$ cat src/rtl/fir_serial_mac_pkg.sv
// Shared filter package: widths, test coefficients, FSM state type and
// saturation helpers used by the serial MAC FIR.
package fir_serial_mac_pkg;

  localparam int unsigned DATABITS      = 16;
  localparam int unsigned ACCBITS       = 36;
  localparam int unsigned COEF_BITS_DEF = 16;
  localparam int unsigned MULBITS       = DATABITS + COEF_BITS_DEF;
  localparam int unsigned CLK_PERIOD    = 10;

  localparam logic [COEF_BITS_DEF-1:0] TEST_COEF_MAX  = 16'h7FFF;
  localparam logic [COEF_BITS_DEF-1:0] TEST_COEF_NEG1 = 16'hFFFF;
  localparam logic [DATABITS-1:0]      TEST_X_MAX     = 16'h7FFF;
  localparam logic [DATABITS-1:0]      TEST_X_MIN     = 16'h8000;

  typedef enum logic [1:0] {
    IDLE = 2'd0,
    MAC  = 2'd1,
    OUT  = 2'd2
  } state_t;

  // Sum of two in-range accumulator values overflows iff the top two bits differ.
  function automatic logic acc_ovf(input logic [ACCBITS:0] v);
    return v[ACCBITS] ^ v[ACCBITS-1];
  endfunction

  function automatic logic [ACCBITS-1:0] sat_acc(input logic [ACCBITS:0] v);
    if (acc_ovf(v))
      return v[ACCBITS] ? {1'b1, {(ACCBITS-1){1'b0}}} : {1'b0, {(ACCBITS-1){1'b1}}};
    return v[ACCBITS-1:0];
  endfunction

  // Fits in DATABITS iff every bit from the output sign bit upward agrees.
  function automatic logic out_ovf(input logic [ACCBITS:0] v);
    logic [ACCBITS-DATABITS+1:0] hi;
    hi = v[ACCBITS:DATABITS-1];
    return !((&hi) || !(|hi));
  endfunction

  function automatic logic [DATABITS-1:0] sat_out(input logic [ACCBITS:0] v);
    if (out_ovf(v))
      return v[ACCBITS] ? {1'b1, {(DATABITS-1){1'b0}}} : {1'b0, {(DATABITS-1){1'b1}}};
    return v[DATABITS-1:0];
  endfunction

endpackage

$ cat src/rtl/fir_mac_sat.sv
// Combinational signed multiply-accumulate: c*x + acc, saturated to ACCBITS.
module fir_mac_sat
  import fir_serial_mac_pkg::*;
#(
  parameter int unsigned CBITS = 16
) (
  input  logic [CBITS-1:0]    c,
  input  logic [DATABITS-1:0] x,
  input  logic [ACCBITS-1:0]  acc,
  output logic [ACCBITS-1:0]  sum_c,
  output logic                ovf_c
);

  localparam int unsigned PBITS = DATABITS + CBITS;

  logic signed [PBITS-1:0] prod;
  logic [ACCBITS:0]        sum_wide;

  // Operands widened to the full product width so the multiply is exact.
  always_comb begin
    prod     = PBITS'($signed(c)) * PBITS'($signed(x));
    sum_wide = (ACCBITS+1)'(prod) + (ACCBITS+1)'($signed(acc));
    sum_c    = sat_acc(sum_wide);
    ovf_c    = acc_ovf(sum_wide);
  end

endmodule

$ cat src/rtl/fir_serial_mac.sv
// Time-multiplexed N-tap FIR: one shared MAC walks the delay line one tap per
// clock and emits a rounded, saturated sample per accepted input.
module fir_serial_mac
  import fir_serial_mac_pkg::*;
#(
  parameter int unsigned TAPS     = 5,
  parameter int unsigned CBITS    = 16,
  parameter int unsigned OUTSHIFT = 0
) (
  input  logic                    clk,
  input  logic                    rst_n,
  input  logic                    in_valid,
  output logic                    in_ready,
  input  logic [DATABITS-1:0]     d_in,
  input  logic [TAPS*CBITS-1:0]   coef,
  output logic                    out_valid,
  output logic [DATABITS-1:0]     d_out,
  output logic [ACCBITS-1:0]      acc_out,
  output logic                    sat_flag
);

  localparam int unsigned IDXW = $clog2(TAPS);
  localparam logic [ACCBITS:0] RND = ((ACCBITS+1)'(1) << OUTSHIFT) >> 1;

  state_t state, state_nxt;
  logic   accept_c, mac_en_c, mac_last_c;

  logic [DATABITS-1:0] x_q [TAPS];
  logic [CBITS-1:0]    c_q [TAPS];
  logic [ACCBITS-1:0]  acc_q;
  logic [IDXW-1:0]     idx_q;

  logic [ACCBITS-1:0]  mac_sum_c;
  logic                mac_ovf_c;
  logic [ACCBITS:0]    rnd_sum_c;
  logic [ACCBITS:0]    shifted_c;

  fir_mac_sat #(.CBITS(CBITS)) u_mac (
    .c     (c_q[idx_q]),
    .x     (x_q[idx_q]),
    .acc   (acc_q),
    .sum_c (mac_sum_c),
    .ovf_c (mac_ovf_c)
  );

  always_ff @(posedge clk or negedge rst_n) begin
    if (!rst_n) state <= IDLE;
    else        state <= state_nxt;
  end

  always_comb begin
    state_nxt  = state;
    accept_c   = 1'b0;
    mac_en_c   = 1'b0;
    mac_last_c = 1'b0;
    case (state)
      IDLE: begin
        if (in_valid && in_ready) begin
          accept_c  = 1'b1;
          state_nxt = MAC;
        end
      end
      MAC: begin
        mac_en_c = 1'b1;
        if (idx_q == IDXW'(TAPS-1)) begin
          mac_last_c = 1'b1;
          state_nxt  = OUT;
        end
      end
      OUT:     state_nxt = IDLE;
      default: state_nxt = IDLE;
    endcase
  end

  // Delay line, coefficient snapshot, accumulator and tap index.
  always_ff @(posedge clk or negedge rst_n) begin
    if (!rst_n) begin
      for (int k = 0; k < int'(TAPS); k++) begin
        x_q[k] <= '0;
        c_q[k] <= '0;
      end
      acc_q <= '0;
      idx_q <= '0;
    end else if (accept_c) begin
      x_q[0] <= d_in;
      for (int k = 1; k < int'(TAPS); k++) x_q[k] <= x_q[k-1];
      for (int k = 0; k < int'(TAPS); k++) c_q[k] <= coef[k*CBITS +: CBITS];
      acc_q <= '0;
      idx_q <= '0;
    end else if (mac_en_c) begin
      acc_q <= mac_sum_c;
      idx_q <= idx_q + IDXW'(1);
    end
  end

  // Round half up on the final sum so the result is registered entering OUT.
  always_comb begin
    rnd_sum_c = (ACCBITS+1)'($signed(mac_sum_c)) + RND;
    shifted_c = $signed(rnd_sum_c) >>> OUTSHIFT;
  end

  always_ff @(posedge clk or negedge rst_n) begin
    if (!rst_n) begin
      in_ready  <= 1'b0;
      out_valid <= 1'b0;
      d_out     <= '0;
      acc_out   <= '0;
      sat_flag  <= 1'b0;
    end else begin
      in_ready  <= (state_nxt == IDLE);
      out_valid <= mac_last_c;
      if (mac_last_c) begin
        acc_out <= mac_sum_c;
        d_out   <= sat_out(shifted_c);
      end
      if ((mac_en_c && mac_ovf_c) || (mac_last_c && out_ovf(shifted_c)))
        sat_flag <= 1'b1;
    end
  end

endmodule

$ cat config.mk
export PLATFORM = sky130hd
export DESIGN_NAME = fir_serial_mac
export DESIGN_NICKNAME = d
export VERILOG_FILES = /design/src/rtl/fir_serial_mac_pkg.sv /design/src/rtl/fir_mac_sat.sv /design/src/rtl/fir_serial_mac.sv
export SDC_FILE = /design/constraint.sdc
export NUM_CORES = 1
export LEC_CHECK = 0
export ABC_AREA = 1
export ABC_CLOCK_PERIOD_IN_PS = 12300
export CAP_MARGIN = 10
export CELL_PAD_IN_SITES_DETAIL_PLACEMENT = 1
export CELL_PAD_IN_SITES_GLOBAL_PLACEMENT = 2
export CORE_UTILIZATION = 38
export CTS_BUF_LIST = sky130_fd_sc_hd__clkbuf_8
export DETAILED_ROUTE_END_ITERATION = 8
export PLACE_DENSITY_LB_ADDON = 0.3
export SYNTH_ARGS = -nofsm -noshare
export SYNTH_HDL_FRONTEND = slang
export SYNTH_SLANG_ARGS = --single-unit
$ cat constraint.sdc
create_clock -name clk -period 12.3 [get_ports clk]
set_clock_uncertainty 0.1 [all_clocks]
set_input_delay 2.46 -clock clk [delete_from_list [all_inputs] [get_ports clk]]
set_output_delay 2.46 -clock clk [all_outputs]
set_load 0.01 [all_outputs]
**After elaboration in Yosys (flattened, before gate mapping)**

Cells that the tools add are included.

- Muxes and demuxes: 27
- Equal/unequal tests: 2
- Magnitude comparators: 1
- Add/subtract/negate cells: 2
- Reductions and logical operators: 12
- Bitwise logic cells: 2
- $mul: 1

Operators by type and width:

| cell | count |
|---|---|
| 36-bit two-way mux | 5 |
| 16-bit two-way mux | 7 |
| 16-bit binary-select mux with 3-bit select | 2 |
| 32-bit by 36-bit adder with 37-bit output | 1 |
| 16-bit by 16-bit multiplier with 32-bit output | 1 |
| 21-bit AND reduction | 1 |
| 21-bit OR reduction | 1 |
| 1-bit two-way mux | 8 |
| 3-bit two-way mux | 2 |
| 4-bit greater-or-equal comparator (second input constant) | 1 |
| 2-bit zero test | 2 |
| 2-bit two-way mux | 2 |
| 3-bit inverter with 4-bit output | 1 |
| 2-bit one-hot mux with 2 select lines | 1 |
| 3-bit by 1-bit adder with 3-bit output (second input constant) | 1 |
| 3-bit == test (second input constant) | 1 |
| 1-bit logical AND | 3 |
| 2-bit by 1-bit == test with 1-bit output (second input constant) | 1 |
| 1-bit zero test | 2 |
| 1-bit logical OR | 2 |
| 2-bit nonzero test | 1 |
| 1-bit bitwise XOR | 1 |

- Output and inout port bits: 55
- Logic and storage cells: 65
- Input port bits: 99
- Flip-flop bits (word level): 256

**Longest topological paths before layout**

- Depth after elaboration: 15
- Depth in mapped cells: 48
- Mapped depth without buffers: 44

**By module**

A second synthesis with hierarchy kept.

- Cell total of the unflattened synthesis: 3065
- Area total of the unflattened synthesis: 24116.9 sq um

Modules (own cells, without submodules):

| module | cells an instance | area an instance (sq um) | instances | seq. area each (sq um) |
|---|---|---|---|---|
| fir_mac_sat | 1706 | 13082.5 | 1 | 0.0 |
| fir_serial_mac | 1359 | 11034.3 | 1 | 6406.1 |

**Worst setup path before layout**

Ideal clock, no wire load.

- Path type: reg-to-reg
- From: register idx_q[1]
- To: register d_out[10]
- Path slack: 3.610 ns
- Setup time: 0.124 ns
- Buffers on the path: 6
- Required time: 12.076 ns
- Cell stages (with the launch flop): 44
- Period minus slack after synthesis: 8.690 ns
- Arrival time: 8.466 ns
- Path through: dfrtp_1 -> buf_2 -> inv_1 -> clkbuf_1 -> buf_1 -> a21oi_1 -> o21ai_0 -> nand3_1 -> o31ai_1 -> clkbuf_1 -> nand2_1 -> fa_1 -> inv_1 -> fa_1 -> inv_1 -> fa_1 -> inv_1 -> fa_1 -> (+8 left out) -> nor3_1 -> nand2_1 -> nand2_1 -> nand4_1 -> o211ai_1 -> xor2_1 -> inv_1 -> ha_1 -> inv_1 -> clkbuf_1 -> nand3_1 -> o21ai_0 -> nand2_1 -> nor2_1 -> nand3_2 -> nand3_2 -> buf_6 -> nand3_1

- Longest elaborated chain between the ends: 15
- Elaborated cells on any way between the ends: 26
- Classes of those cells: 1 x add/sub; 1 x mul; 1 x eq/ne; 17 x mux; 2 x bitwise; 4 x reduce/logical

Ends and longest elaborated chain:

| item | line | text |
|---|---|---|
| start: declaration | fir_serial_mac.sv:31 | `logic [IDXW-1:0] idx_q;` |
| start signal: assignment | fir_serial_mac.sv:92 | `idx_q <= idx_q + IDXW'(1);` |
| 3-bit inverter with 4-bit output (not written as such) | fir_serial_mac.sv:39, fir_serial_mac.sv:40 |  |
| 16-bit binary-select mux with 3-bit select (on tied branches) | fir_serial_mac.sv:39, fir_serial_mac.sv:40 |  |
| 16-bit two-way mux (on tied branches) (2 in a row) | fir_serial_mac.sv:39, fir_serial_mac.sv:40 |  |
| 16-bit by 16-bit multiplier with 32-bit output | fir_mac_sat.sv:21 | `prod = PBITS'($signed(c)) * PBITS'($signed(x));` |
| 32-bit by 36-bit adder with 37-bit output | fir_mac_sat.sv:22 | `sum_wide = (ACCBITS+1)'(prod) + (ACCBITS+1)'($signed(acc));` |
| 36-bit two-way mux or 1-bit bitwise XOR (tied branches) | fir_serial_mac_pkg.sv:29, fir_serial_mac_pkg.sv:24 |  |
| 36-bit two-way mux or 1-bit two-way mux (tied branches) | fir_serial_mac_pkg.sv:28 | `if (acc_ovf(v))` |
| 36-bit two-way mux | fir_serial_mac_pkg.sv:30 | `return v[ACCBITS-1:0];` |
| 21-bit OR reduction | fir_serial_mac_pkg.sv:37 | `return !((&hi) \|\| !(\|hi));` |
| 1-bit zero test | fir_serial_mac_pkg.sv:37 |  |
| 1-bit logical OR | fir_serial_mac_pkg.sv:37 |  |
| 1-bit two-way mux | fir_serial_mac_pkg.sv:41 | `if (out_ovf(v))` |
| 1-bit two-way mux | fir_serial_mac.sv:112 | `if (mac_last_c) begin` |
| 16-bit two-way mux | fir_serial_mac_pkg.sv:43 | `return v[DATABITS-1:0];` |
| end signal: assignment | fir_serial_mac.sv:114 | `d_out <= sat_out(shifted_c);` |
| end: declaration | fir_serial_mac.sv:17 | `output logic [DATABITS-1:0] d_out,` |

Parallel ways exist; a longest one is shown, timed or not. The select of a mux whose other input is x is not followed.
A chain may end at the register's enable or synchronous reset.

**Worst setup path in the final report**

- From: register idx_q[1]
- To: register d_out[2]

Same word-level chain as after synthesis.

==> impl_results.md <==
* Detailed Route WL at 73.4 mm
* Core Rows at 91
* WP data required at 12680 ps
* Routed Antenna Nets at 0
* CP max FO at 33
* RSZ-0062 raised after global routing: false
* 1st-pass router iterations at 5
* Critical Path Slowest Stage Cell: dfrtp_1
* Post_cts resized at 0
* # clock sinks at 256
* CP Launch Type: flip-flop
* Synth Flop Type: dfrtp_1
* Core area at 61900 um^2
* Synth-to-layout area growth at 14.4%
* WL/cell at 18.9 um
* Die height at 253 um
* Syn Nets at 3412
* Later-pin clock latency in the skew report at 650 ps
* Crit Reg-Reg Startpoint: idx_q[1]$_DFFE_PN0P_
* Critical path class: reg -> reg
* Layout cell share with drive strength beyond 1 at 0.0730
* Initial antenna violation count at 1
* IO buf count at 153
* Top-area cell type share of the netlist area at 0.268
* Reg2Reg Depth at 40
* Largest net degree at the start of global routing at 127
* Setup crit end kind: flip-flop
* Setup Viol. Count Final at 0
* Tot GR Track Use at 0.243
* First-pass GRT wire length at 121 mm
* Clock root cell: clkbuf_8
* Fin nets at 3538
* Status: completed
* Count of pins over their slew limit at 0
* Final cell count without fillers at 3878
* Top-count cell post-synth: nand2_1
* Hpwl dp at 58.5 mm
* Cell count after synthesis at 2881
* Hold path startpoint: acc_out[35]$_DFFE_PN0P_
* Vias in the first global route at 21938
* Clock-pin slew on the worst setup and hold paths at 70 ps
* H-tree depth at 2
* Io pins at 154
* R2R setup slack at 1130 ps
* Postcts setup bufs at 0
* Final Hold Slack at 373 ps
* Final Wtd Congestion at 0.883
* Ys Warns at 0
* Die area at 63900 um^2
* WHS Endpoint: acc_out[35]$_DFFE_PN0P_
* CTS Hold Buffers Added at 0
* Top cells by count, synth: 696 x nand2_1, 635 x inv_1, 318 x fa_1
* Clk buf depth at 3
* Max incr delay on CP at 1000 ps
* Cell Area, Synth at 23900 um^2
* Least-Margin Pin Slew at 1170 ps
* Sequential cell area fraction in the yosys report at 0.268
* Hold path depth at 2
* DR vias/cell at 4.93
* Max Fclk at 89.6 MHz
* Hold Crit Class: reg -> reg
* Via count at 19105
* Worst Path Arrival at 11550 ps
* CTS tree: built
* Most frequent cell on the critical path: inv_1
* Largest cells by area after synthesis: dfrtp_1 27%, fa_1 27%, nand2_1 11%, inv_1 10%, ha_1 6.0%
* Placed cells at 3791
* Number of enable flip-flop cells after synthesis at 0
* Starting density of the core at 0.386
* Area leader, netlist: dfrtp_1
* Slew HR at 0.221
* Die Wd at 253 um
* Final WS setup at 1130 ps
* Iteration-0 DRC Markers at 967
* Post-synth cell types at 43
* RR Endpoint: d_out[2]$_DFFE_PN0P_
* Worst slack at placement at 1150 ps
* Crit path time final at 11170 ps
* Period utilization at 0.908
* Max Cap Viol at 0
* TritonCTS Buffers at 50
* GR Overflow Total at 0
* Synth Register Bits at 256
* Async S/R FF share, synth at 1.00
* Setup TNS at 0 ps
* Synth Area per Inst at 8.30 um^2
* # DRC at 0
* Final Hold Vio Count at 0
[metrics by stage]
| step | instance area [um^2] | util |
|---|---|---|
| global placement | 26300 | 0.425 |
| floorplan | 23900 | - |
| global route | 27300 | 0.442 |
| CTS | 27300 | 0.441 |
| detailed placement | 26300 | 0.425 |
| finish | 27300 | 0.442 |
[critical path, delay by kind of cell (launching register included)]
family                   cells  cell delay (ps)
adder cells (fa/ha/maj)      8             4380
AND/OR/NAND/NOR             15             2540
buffers and inverters       10             1920
flip-flops                   1             1000
AO/OA/AOI/OAI                6              780
XOR/XNOR                     1              230
[logic make-up after synthesis]
logic type | count (synthesis) | synth area share
and+or+nand+nor | 1013 | 0.172
buffers and inverters | 756 | 0.120
adders and majority gates | 432 | 0.326
AOI/OAI and AO/OA | 347 | 0.0784
DFF | 256 | 0.268
muxes | 69 | 0.0325
xor gates and xnor gates | 8 | 0.00293
[state kept, by name, indices dropped and copies added, names as in the netlist]
signal     cells
out_valid      1
sat_flag       1
state          2
idx_q          3
in_ready       1
c_q           80
x_q           80
d_out         16
acc_out       36
acc_q         36
[metal layers]
layer,global-route usage,part of all wire
met2,0.427,0.51
met1,0.317,0.44
met5,0,0
met4,0.0625,0.024
met3,0.0272,0.031
[final cells by class]
type,instances,area [um^2]
clock buffers,61,840
clock inverters,24,151
diodes,1,2.50
multi-input cells,1869,14700
repair buffers,189,1820
well taps,837,1050
inverters,641,2410
flip-flops and latches,256,6410
fillers,7424,34600
[worst max-delay path by stage]
stage                    startpoint                     to  slack [ps]  cells after the start
2_1_floorplan  idx_q[1]$_DFFE_PN0P_  d_out[10]$_DFFE_PN0P_        3610                     43
3_3_place_gp   idx_q[1]$_DFFE_PN0P_   d_out[2]$_DFFE_PN0P_        1490                     41
3_5_place_dp   idx_q[1]$_DFFE_PN0P_   d_out[1]$_DFFE_PN0P_        1150                     40
4_1_cts        idx_q[1]$_DFFE_PN0P_   d_out[1]$_DFFE_PN0P_        1100                     40
5_1_grt        idx_q[1]$_DFFE_PN0P_   d_out[2]$_DFFE_PN0P_         350                     40
6_report       idx_q[1]$_DFFE_PN0P_   d_out[2]$_DFFE_PN0P_        1130                     40
[cells in the final DEF (no fill, tap or decap), types with 6 or more instances in the layout]
cell type | synthesis | final
nor3_1 | 6 | 6
o21ai_1 | 10 | 10
nand3_1 | 105 | 104
nand2_1 | 696 | 696
buf_4 | 0 | 35
clkdlybuf4s50_1 | 0 | 152
fa_1 | 318 | 318
nor2_1 | 158 | 157
nand3_2 | 6 | 6
mux2_2 | 69 | 69
a32o_1 | 7 | 7
clkbuf_8 | 0 | 61
ha_1 | 114 | 114
nor2_2 | 6 | 7
o21ai_0 | 148 | 148
a22o_1 | 10 | 10
a21oi_1 | 142 | 142
inv_1 | 635 | 650
a31oi_1 | 9 | 9
dfrtp_1 | 256 | 255
nand3b_1 | 7 | 7
nand2_2 | 10 | 10
nand4_1 | 8 | 8
Power is left out: the tool's default activity adds up to more than one toggle a clock period on the data nets, which glitch-free logic cannot reach.
